## config.mk

```make
export PLATFORM = sky130hd
export DESIGN_NAME = vme_cmd_arbiter_flat
export DESIGN_NICKNAME = d
export VERILOG_FILES = /design/src/rtl/vme_cmd_arbiter_if.sv /design/src/rtl/vme_cmd_arbiter.sv /design/src/flat_wrapper.sv
export SDC_FILE = /design/constraint.sdc
export NUM_CORES = 1
export LEC_CHECK = 0
export BUFFER_PORTS_ARGS = -buffer_cell sky130_fd_sc_hd__buf_4
export CORE_MARGIN = 4
export CORE_UTILIZATION = 40
export CTS_BUF_LIST = sky130_fd_sc_hd__clkbuf_8
export CTS_CLUSTER_SIZE = 20
export DETAILED_ROUTE_END_ITERATION = 8
export PLACE_DENSITY = 0.79
export SLEW_MARGIN = 20
export SYNTH_ARGS = -nofsm -noshare
export SYNTH_HDL_FRONTEND = slang
export SYNTH_SLANG_ARGS = --single-unit
```

## constraint.sdc

```tcl
create_clock -name clk -period 1.7 [get_ports clk]
set_clock_uncertainty 0.2 [all_clocks]
set_input_delay 0 -clock clk [delete_from_list [all_inputs] [get_ports clk]]
set_output_delay 0 -clock clk [all_outputs]
set_load 0.005 [all_outputs]
```

## src/rtl/vme_cmd_arbiter_if.sv

```systemverilog
`default_nettype none
// +----------------------------------------------------------------------------+
// | vme_cmd_arbiter_if                                                         |
// | Requester and VME command/data register signals of the command arbiter.    |
// | Rev 1.0 - initial release                                                  |
// +----------------------------------------------------------------------------+
interface vme_cmd_arbiter_if;
  logic        req0;
  logic        req1;
  logic        rw0;
  logic        rw1;
  logic [31:0] cmd0;
  logic [31:0] cmd1;
  logic [31:0] dat0;
  logic [31:0] dat1;
  logic        gnt0;
  logic        gnt1;
  logic        done0;
  logic        done1;
  logic [15:0] rdata;
  logic        err;
  logic        vme_cmd_rd;
  logic        start;
  logic [31:0] vme_cmd_reg;
  logic [31:0] vme_dat_reg_in;
  logic [31:0] vme_dat_reg_out;
  logic        vme_dat_wr;
  logic [7:0]  stray_cnt;

  modport slave (
    input  req0, req1, rw0, rw1, cmd0, cmd1, dat0, dat1,
    input  vme_cmd_rd, vme_dat_reg_out, vme_dat_wr,
    output gnt0, gnt1, done0, done1, rdata, err,
    output start, vme_cmd_reg, vme_dat_reg_in, stray_cnt
  );

  modport master (
    output req0, req1, rw0, rw1, cmd0, cmd1, dat0, dat1,
    output vme_cmd_rd, vme_dat_reg_out, vme_dat_wr,
    input  gnt0, gnt1, done0, done1, rdata, err,
    input  start, vme_cmd_reg, vme_dat_reg_in, stray_cnt
  );
endinterface
`default_nettype wire

```

## src/rtl/vme_cmd_arbiter.sv

```systemverilog
`default_nettype none
// +----------------------------------------------------------------------------+
// | vme_cmd_arbiter                                                            |
// | Round-robin sharing of the VME command/data registers by two requesters.   |
// | Optional watchdog: define VME_ARB_TIMEOUT_EN.                              |
// | Rev 1.0 - initial release                                                  |
// +----------------------------------------------------------------------------+
module vme_cmd_arbiter #(
  parameter logic [31:0] MASK    = 32'h00a80000,
  parameter int          TIMEOUT = 256
) (
  input wire               clk,
  input wire               rst_n,
  vme_cmd_arbiter_if.slave bus
);

  typedef enum logic [0:0] {
    ST_IDLE = 1'b0,
    ST_WAIT = 1'b1
  } state_t;

  localparam logic [31:0] C_RD_BIT   = 32'h0200_0000;
  localparam logic [31:0] C_WR_BIT   = 32'h0100_0000;
  localparam logic [15:0] C_TMO_LAST = 16'(TIMEOUT - 1);

  state_t      state_q, state_d;
  logic        ptr_q, ptr_d;
  logic        owner_q, owner_d;
  logic        gnt0_q, gnt0_d;
  logic        gnt1_q, gnt1_d;
  logic        done0_q, done0_d;
  logic        done1_q, done1_d;
  logic        start_q, start_d;
  logic [15:0] rdata_q, rdata_d;
  logic        err_q, err_d;
  logic [31:0] cmd_q, cmd_d;
  logic [31:0] dat_q, dat_d;
  logic [7:0]  stray_q, stray_d;
  logic        win;
  logic        win_rw;
  logic        finish;
`ifdef VME_ARB_TIMEOUT_EN
  logic [15:0] cnt_q, cnt_d;
`endif

  always_comb begin
    state_d = state_q;
    ptr_d   = ptr_q;
    owner_d = owner_q;
    gnt0_d  = 1'b0;
    gnt1_d  = 1'b0;
    done0_d = 1'b0;
    done1_d = 1'b0;
    start_d = 1'b0;
    rdata_d = rdata_q;
    err_d   = err_q;
    cmd_d   = cmd_q;
    dat_d   = dat_q;
    stray_d = stray_q;
    win     = 1'b0;
    win_rw  = 1'b0;
    finish  = 1'b0;
`ifdef VME_ARB_TIMEOUT_EN
    cnt_d   = cnt_q;
`endif

    case (state_q)
      ST_IDLE: begin
        if (bus.vme_dat_wr && (stray_q != 8'hff)) begin
          stray_d = stray_q + 8'd1;
        end
        if (bus.vme_cmd_rd && (bus.req0 || bus.req1)) begin
          // On a tie the port not granted last wins; otherwise the lone requester.
          win     = (bus.req0 && bus.req1) ? ~ptr_q : bus.req1;
          win_rw  = win ? bus.rw1 : bus.rw0;
          ptr_d   = win;
          owner_d = win;
          gnt0_d  = ~win;
          gnt1_d  = win;
          start_d = 1'b1;
          cmd_d   = (win ? bus.cmd1 : bus.cmd0) | MASK | (win_rw ? C_RD_BIT : C_WR_BIT);
          dat_d   = win ? bus.dat1 : bus.dat0;
          state_d = ST_WAIT;
`ifdef VME_ARB_TIMEOUT_EN
          cnt_d   = 16'd0;
`endif
        end
      end

      ST_WAIT: begin
        if (bus.vme_dat_wr) begin
          rdata_d = bus.vme_dat_reg_out[15:0];
          err_d   = 1'b0;
          finish  = 1'b1;
        end
`ifdef VME_ARB_TIMEOUT_EN
        else if (cnt_q == C_TMO_LAST) begin
          rdata_d = 16'h0000;
          err_d   = 1'b1;
          finish  = 1'b1;
        end else begin
          cnt_d = cnt_q + 16'd1;
        end
`endif
        if (finish) begin
          done0_d = ~owner_q;
          done1_d = owner_q;
          cmd_d   = MASK;
          dat_d   = 32'h0000_0000;
          state_d = ST_IDLE;
        end
      end

      default: state_d = ST_IDLE;
    endcase
  end

  always_ff @(posedge clk or negedge rst_n) begin
    if (!rst_n) begin
      state_q <= ST_IDLE;
      ptr_q   <= 1'b1;
      owner_q <= 1'b0;
      gnt0_q  <= 1'b0;
      gnt1_q  <= 1'b0;
      done0_q <= 1'b0;
      done1_q <= 1'b0;
      start_q <= 1'b0;
      rdata_q <= 16'h0000;
      err_q   <= 1'b0;
      cmd_q   <= MASK;
      dat_q   <= 32'h0000_0000;
      stray_q <= 8'h00;
`ifdef VME_ARB_TIMEOUT_EN
      cnt_q   <= 16'd0;
`endif
    end else begin
      state_q <= state_d;
      ptr_q   <= ptr_d;
      owner_q <= owner_d;
      gnt0_q  <= gnt0_d;
      gnt1_q  <= gnt1_d;
      done0_q <= done0_d;
      done1_q <= done1_d;
      start_q <= start_d;
      rdata_q <= rdata_d;
      err_q   <= err_d;
      cmd_q   <= cmd_d;
      dat_q   <= dat_d;
      stray_q <= stray_d;
`ifdef VME_ARB_TIMEOUT_EN
      cnt_q   <= cnt_d;
`endif
    end
  end

  assign bus.gnt0           = gnt0_q;
  assign bus.gnt1           = gnt1_q;
  assign bus.done0          = done0_q;
  assign bus.done1          = done1_q;
  assign bus.start          = start_q;
  assign bus.rdata          = rdata_q;
  assign bus.err            = err_q;
  assign bus.vme_cmd_reg    = cmd_q;
  assign bus.vme_dat_reg_in = dat_q;
  assign bus.stray_cnt      = stray_q;

  // Only the low half of the response word is returned to requesters.
  logic unused_ok;
`ifdef VME_ARB_TIMEOUT_EN
  assign unused_ok = ^bus.vme_dat_reg_out[31:16];
`else
  assign unused_ok = ^{bus.vme_dat_reg_out[31:16], C_TMO_LAST};
`endif

endmodule
`default_nettype wire

```

## src/flat_wrapper.sv

```systemverilog
// flat-port wrapper written by rule: the top's interface ports become plain ports
module vme_cmd_arbiter_flat 
#(
  parameter logic [31:0] MASK    = 32'h00a80000,
  parameter int          TIMEOUT = 256
)
  (clk, rst_n, bus_req0, bus_req1, bus_rw0, bus_rw1, bus_cmd0, bus_cmd1, bus_dat0, bus_dat1, bus_vme_cmd_rd, bus_vme_dat_reg_out, bus_vme_dat_wr, bus_gnt0, bus_gnt1, bus_done0, bus_done1, bus_rdata, bus_err, bus_start, bus_vme_cmd_reg, bus_vme_dat_reg_in, bus_stray_cnt);
  vme_cmd_arbiter_if bus_i ();
  input wire clk;
  input wire rst_n;
  input wire logic [$bits(bus_i.req0)-1:0] bus_req0;
  input wire logic [$bits(bus_i.req1)-1:0] bus_req1;
  input wire logic [$bits(bus_i.rw0)-1:0] bus_rw0;
  input wire logic [$bits(bus_i.rw1)-1:0] bus_rw1;
  input wire logic [$bits(bus_i.cmd0)-1:0] bus_cmd0;
  input wire logic [$bits(bus_i.cmd1)-1:0] bus_cmd1;
  input wire logic [$bits(bus_i.dat0)-1:0] bus_dat0;
  input wire logic [$bits(bus_i.dat1)-1:0] bus_dat1;
  input wire logic [$bits(bus_i.vme_cmd_rd)-1:0] bus_vme_cmd_rd;
  input wire logic [$bits(bus_i.vme_dat_reg_out)-1:0] bus_vme_dat_reg_out;
  input wire logic [$bits(bus_i.vme_dat_wr)-1:0] bus_vme_dat_wr;
  output wire logic [$bits(bus_i.gnt0)-1:0] bus_gnt0;
  output wire logic [$bits(bus_i.gnt1)-1:0] bus_gnt1;
  output wire logic [$bits(bus_i.done0)-1:0] bus_done0;
  output wire logic [$bits(bus_i.done1)-1:0] bus_done1;
  output wire logic [$bits(bus_i.rdata)-1:0] bus_rdata;
  output wire logic [$bits(bus_i.err)-1:0] bus_err;
  output wire logic [$bits(bus_i.start)-1:0] bus_start;
  output wire logic [$bits(bus_i.vme_cmd_reg)-1:0] bus_vme_cmd_reg;
  output wire logic [$bits(bus_i.vme_dat_reg_in)-1:0] bus_vme_dat_reg_in;
  output wire logic [$bits(bus_i.stray_cnt)-1:0] bus_stray_cnt;
  assign bus_i.req0 = bus_req0;
  assign bus_i.req1 = bus_req1;
  assign bus_i.rw0 = bus_rw0;
  assign bus_i.rw1 = bus_rw1;
  assign bus_i.cmd0 = bus_cmd0;
  assign bus_i.cmd1 = bus_cmd1;
  assign bus_i.dat0 = bus_dat0;
  assign bus_i.dat1 = bus_dat1;
  assign bus_i.vme_cmd_rd = bus_vme_cmd_rd;
  assign bus_i.vme_dat_reg_out = bus_vme_dat_reg_out;
  assign bus_i.vme_dat_wr = bus_vme_dat_wr;
  assign bus_gnt0 = bus_i.gnt0;
  assign bus_gnt1 = bus_i.gnt1;
  assign bus_done0 = bus_i.done0;
  assign bus_done1 = bus_i.done1;
  assign bus_rdata = bus_i.rdata;
  assign bus_err = bus_i.err;
  assign bus_start = bus_i.start;
  assign bus_vme_cmd_reg = bus_i.vme_cmd_reg;
  assign bus_vme_dat_reg_in = bus_i.vme_dat_reg_in;
  assign bus_stray_cnt = bus_i.stray_cnt;
  vme_cmd_arbiter #(.MASK(MASK), .TIMEOUT(TIMEOUT)) u_core (.clk(clk), .rst_n(rst_n), .bus(bus_i));
endmodule
```

==> metrics.txt <==
clk_lat worst skew 0.35 ns; simple-gate portion of the synthesized area 11.4%; Synth warnings 0; Post-DRT Antenna Nets 0; final RePlAce weighted congestion 0.859; area delta synth->final 87.4%; Netlist cell types 40; root buffer cell clkbuf_8; initial core utilization 40.9%; vias 4649; Residual DRC 0; outcome completed; Slowest cell on crit path dfstp_2; HPWL after DPL 9.51 mm; Mapped Avg Cell Area 11.2 sq um; Fmax achieved 591 MHz; multi-input logic area 1460 sq um; Num CTS Buffers 9; Die Wd 110 microns; sequential element share of the synthesized area 55.4%; Worst Path Required 1.73 ns; total wire length 16.7 mm; hold crit path type input pin to async pin; Reg clk slew, reported paths 0.09 ns; switching power 2.20 mW; max reg flops 32; fin. max-slew vios 0; vias in the first global route 5145; Max clock buf depth 2; gr ovfl total 0; Die ar. 12200 sq um; pin count of the biggest net entering global routing 94; max_cap viols 0; power per cell area 924 nW/um^2; Final nets 925; CP Class flop to flop; XOR/XNOR share of the synthesized area 0.208%; post-layout util 76.6%; Critical Path Sink Type flop; max_slew headroom 66.5%; commonest non-fill, non-tap cells in the layout buf_4, dlygate4sd3_1, dfrtp_1; most common cell after layout, fill and taps aside buf_4; TritonCTS clock tree yes; GRT Overall Usage 26.5%; mux contribution to synthesized area 5.09%; Final Cycle Share 99.6%; FF+latch area 2330 sq um; sequential power share 43.1%; adder-cell share of the synthesized area 0.298%; row cnt 37; antenna violations before repair 1; power after layout 7.27 mW; switch share 30.3%; design area 7870 sq um; Clk pwr share 20.6%; worst-path cell chain a21bo_4 -> buf_4 -> or3_1 -> a32o_1; core area 10300 sq um; Fill cells 600; WL per Instance 18.6 microns; Netlist Area Pre-Place 4200 sq um; Vert. Die Dim 110 microns; area of placed instances 6130 sq um; Tmin final 1.69 ns; first-pass GRT wire length 26.4 mm; Worst Path Arrival 1.73 ns; P_leak 3.97 nW; critical path launch point type flop; vias per inst 5.18; final hold vios 0; cell count after synthesis 374; Logic pwr share 36.3%; Worst Tran Pin Value 0.502 ns; DR iter-0 viols 239; # port buffers 235; num ports 262; H-tree Lvls 3; drt pass-1 iters 5; critical path's largest stage delay 0.40 ns; Peak VDD IR 0.678 mV; Internal Dissipation 5.07 mW; #FFs+latches synth 93; Clock Sinks 93; tightest hold margin 0.0181 ns; CP Max Fanout 7; share of layout cells above drive strength 1 37.5%; largest family of logic cells by synthesized area compound AO/OA/AOI/OAI gates; Synth Area in Compound Gates 16.9%; RSZ-0062 raised after global routing true; endpoints failing setup 0
-- Yosys cell counts (all sizes together) --
cell type / instances / area share, %
or2: 1 / 0.15
buf: 22 / 4.1
a21bo: 1 / 0.24
a32o: 2 / 0.48
o2111a: 1 / 0.27
nand3b: 1 / 0.18
a21o: 2 / 0.36
nor2: 5 / 0.45
nor2b: 3 / 0.45
nand2b: 2 / 0.48
and2: 1 / 0.15
or3: 1 / 0.15
a221o: 59 / 14
o21a: 1 / 0.18
ha: 1 / 0.30
and4b: 2 / 0.48
and4: 1 / 0.21
dfrtp: 92 / 55
nand4: 3 / 0.45
or3b: 1 / 0.21
clkbuf: 11 / 0.98
nand3: 1 / 0.12
nor3b: 1 / 0.30
nand2: 4 / 0.36
nor3: 59 / 7.0
xnor2: 1 / 0.21
conb: 2 / 0.18
a31oi: 2 / 0.30
inv: 61 / 5.4
and3: 2 / 0.30
a21boi: 1 / 0.18
a21oi: 5 / 0.60
dfstp: 1 / 0.63
mux2: 19 / 5.1
o21ai: 2 / 0.24
-- kinds of logic after synthesis --
family,count (synthesis)
and+or+nand+nor,88
xor gates and xnor gates,1
DFF,93
muxes,19
AOI/OAI and AO/OA,76
adders and majority gates,1
buffers and inverters,94
other,2
-- area by class of cell --
| type | instances | area share [%] |
|---|---|---|
| multi-input combinational | 189 | 18.6 |
| inverter | 61 | 2.91 |
| antenna | 1 | 0.0318 |
| tap | 136 | 2.16 |
| timing repair buffer | 402 | 44.2 |
| clock buffer | 10 | 1.75 |
| clock inverter | 6 | 0.811 |
| sequential | 93 | 29.6 |
-- worst max-delay path, delay by kind of cell, from the launching register on --
family | cells | cell delay [ns]
buffers and inverters | 1 | 0.16
and+or+nand+nor | 1 | 0.31
AOI/OAI and AO/OA | 2 | 0.51
DFF | 1 | 0.40
-- routing by layer --
metal	vias up	routed length [microns]	global-route usage [%]
li1	2109	-	-
met1	2214	6060	28.3
met2	263	8690	47.9
met3	63	1190	6.85
met4	0	767	13.7
met5	-	0	0
-- what timing repair did --
item                       4_1_cts  5_1_grt
resized for setup                4        4
cloned                           0        1
setup endpoints to repair       45       33
buffers inserted                 0        3
hold endpoints to repair       180        0
pin swaps                        0        1
hold buffers                   146        0
-- power by group through the flow --
stage                     Clock [mW]  Sequential, mW  Combinational [mW]
after floorplan                    0            3.14               0.840
after CTS                       1.53            3.10                2.58
final                           1.50            3.13                2.64
after global routing            1.62            3.19                2.83
after detailed placement           0            3.13                2.28
after global placement             0            3.10                2.22
-- path summary, 6_finish.rpt --
kind                                             from                                   endpoint  slack [ns]  depth (start not counted)
setup / recovery             u_core.ptr_q$_DFFE_PN1P_     u_core.bus.vme_cmd_reg[25]$_DFFE_PN0P_       0.007                          4
hold / removal                                  rst_n     u_core.bus.vme_cmd_reg[13]$_DFFE_PN0P_        0.02                          3
setup reg to reg             u_core.ptr_q$_DFFE_PN1P_     u_core.bus.vme_cmd_reg[25]$_DFFE_PN0P_       0.007                          4
hold reg to reg            u_core.owner_q$_DFFE_PN0P_                 u_core.bus.done0$_DFF_PN0_        0.28                          1
max in group asynchronous                       rst_n  u_core.bus.vme_dat_reg_in[22]$_DFFE_PN0P_        0.88                          3
min in group clk               bus_vme_dat_reg_out[5]            u_core.bus.rdata[5]$_DFFE_PN0P_        0.22                          3
-- through the flow --
stage,std cells,setup slack (ns),setup TNS (ns)
after global placement,731,0.00301,0
final,898,0.00732,0
after CTS,893,0.0338,0
after detailed placement,731,-0.0413,-0.623
after floorplan,376,0.00229,0
after global routing,898,-0.0194,-0.0355
Power figures use the tool's default switching activity.
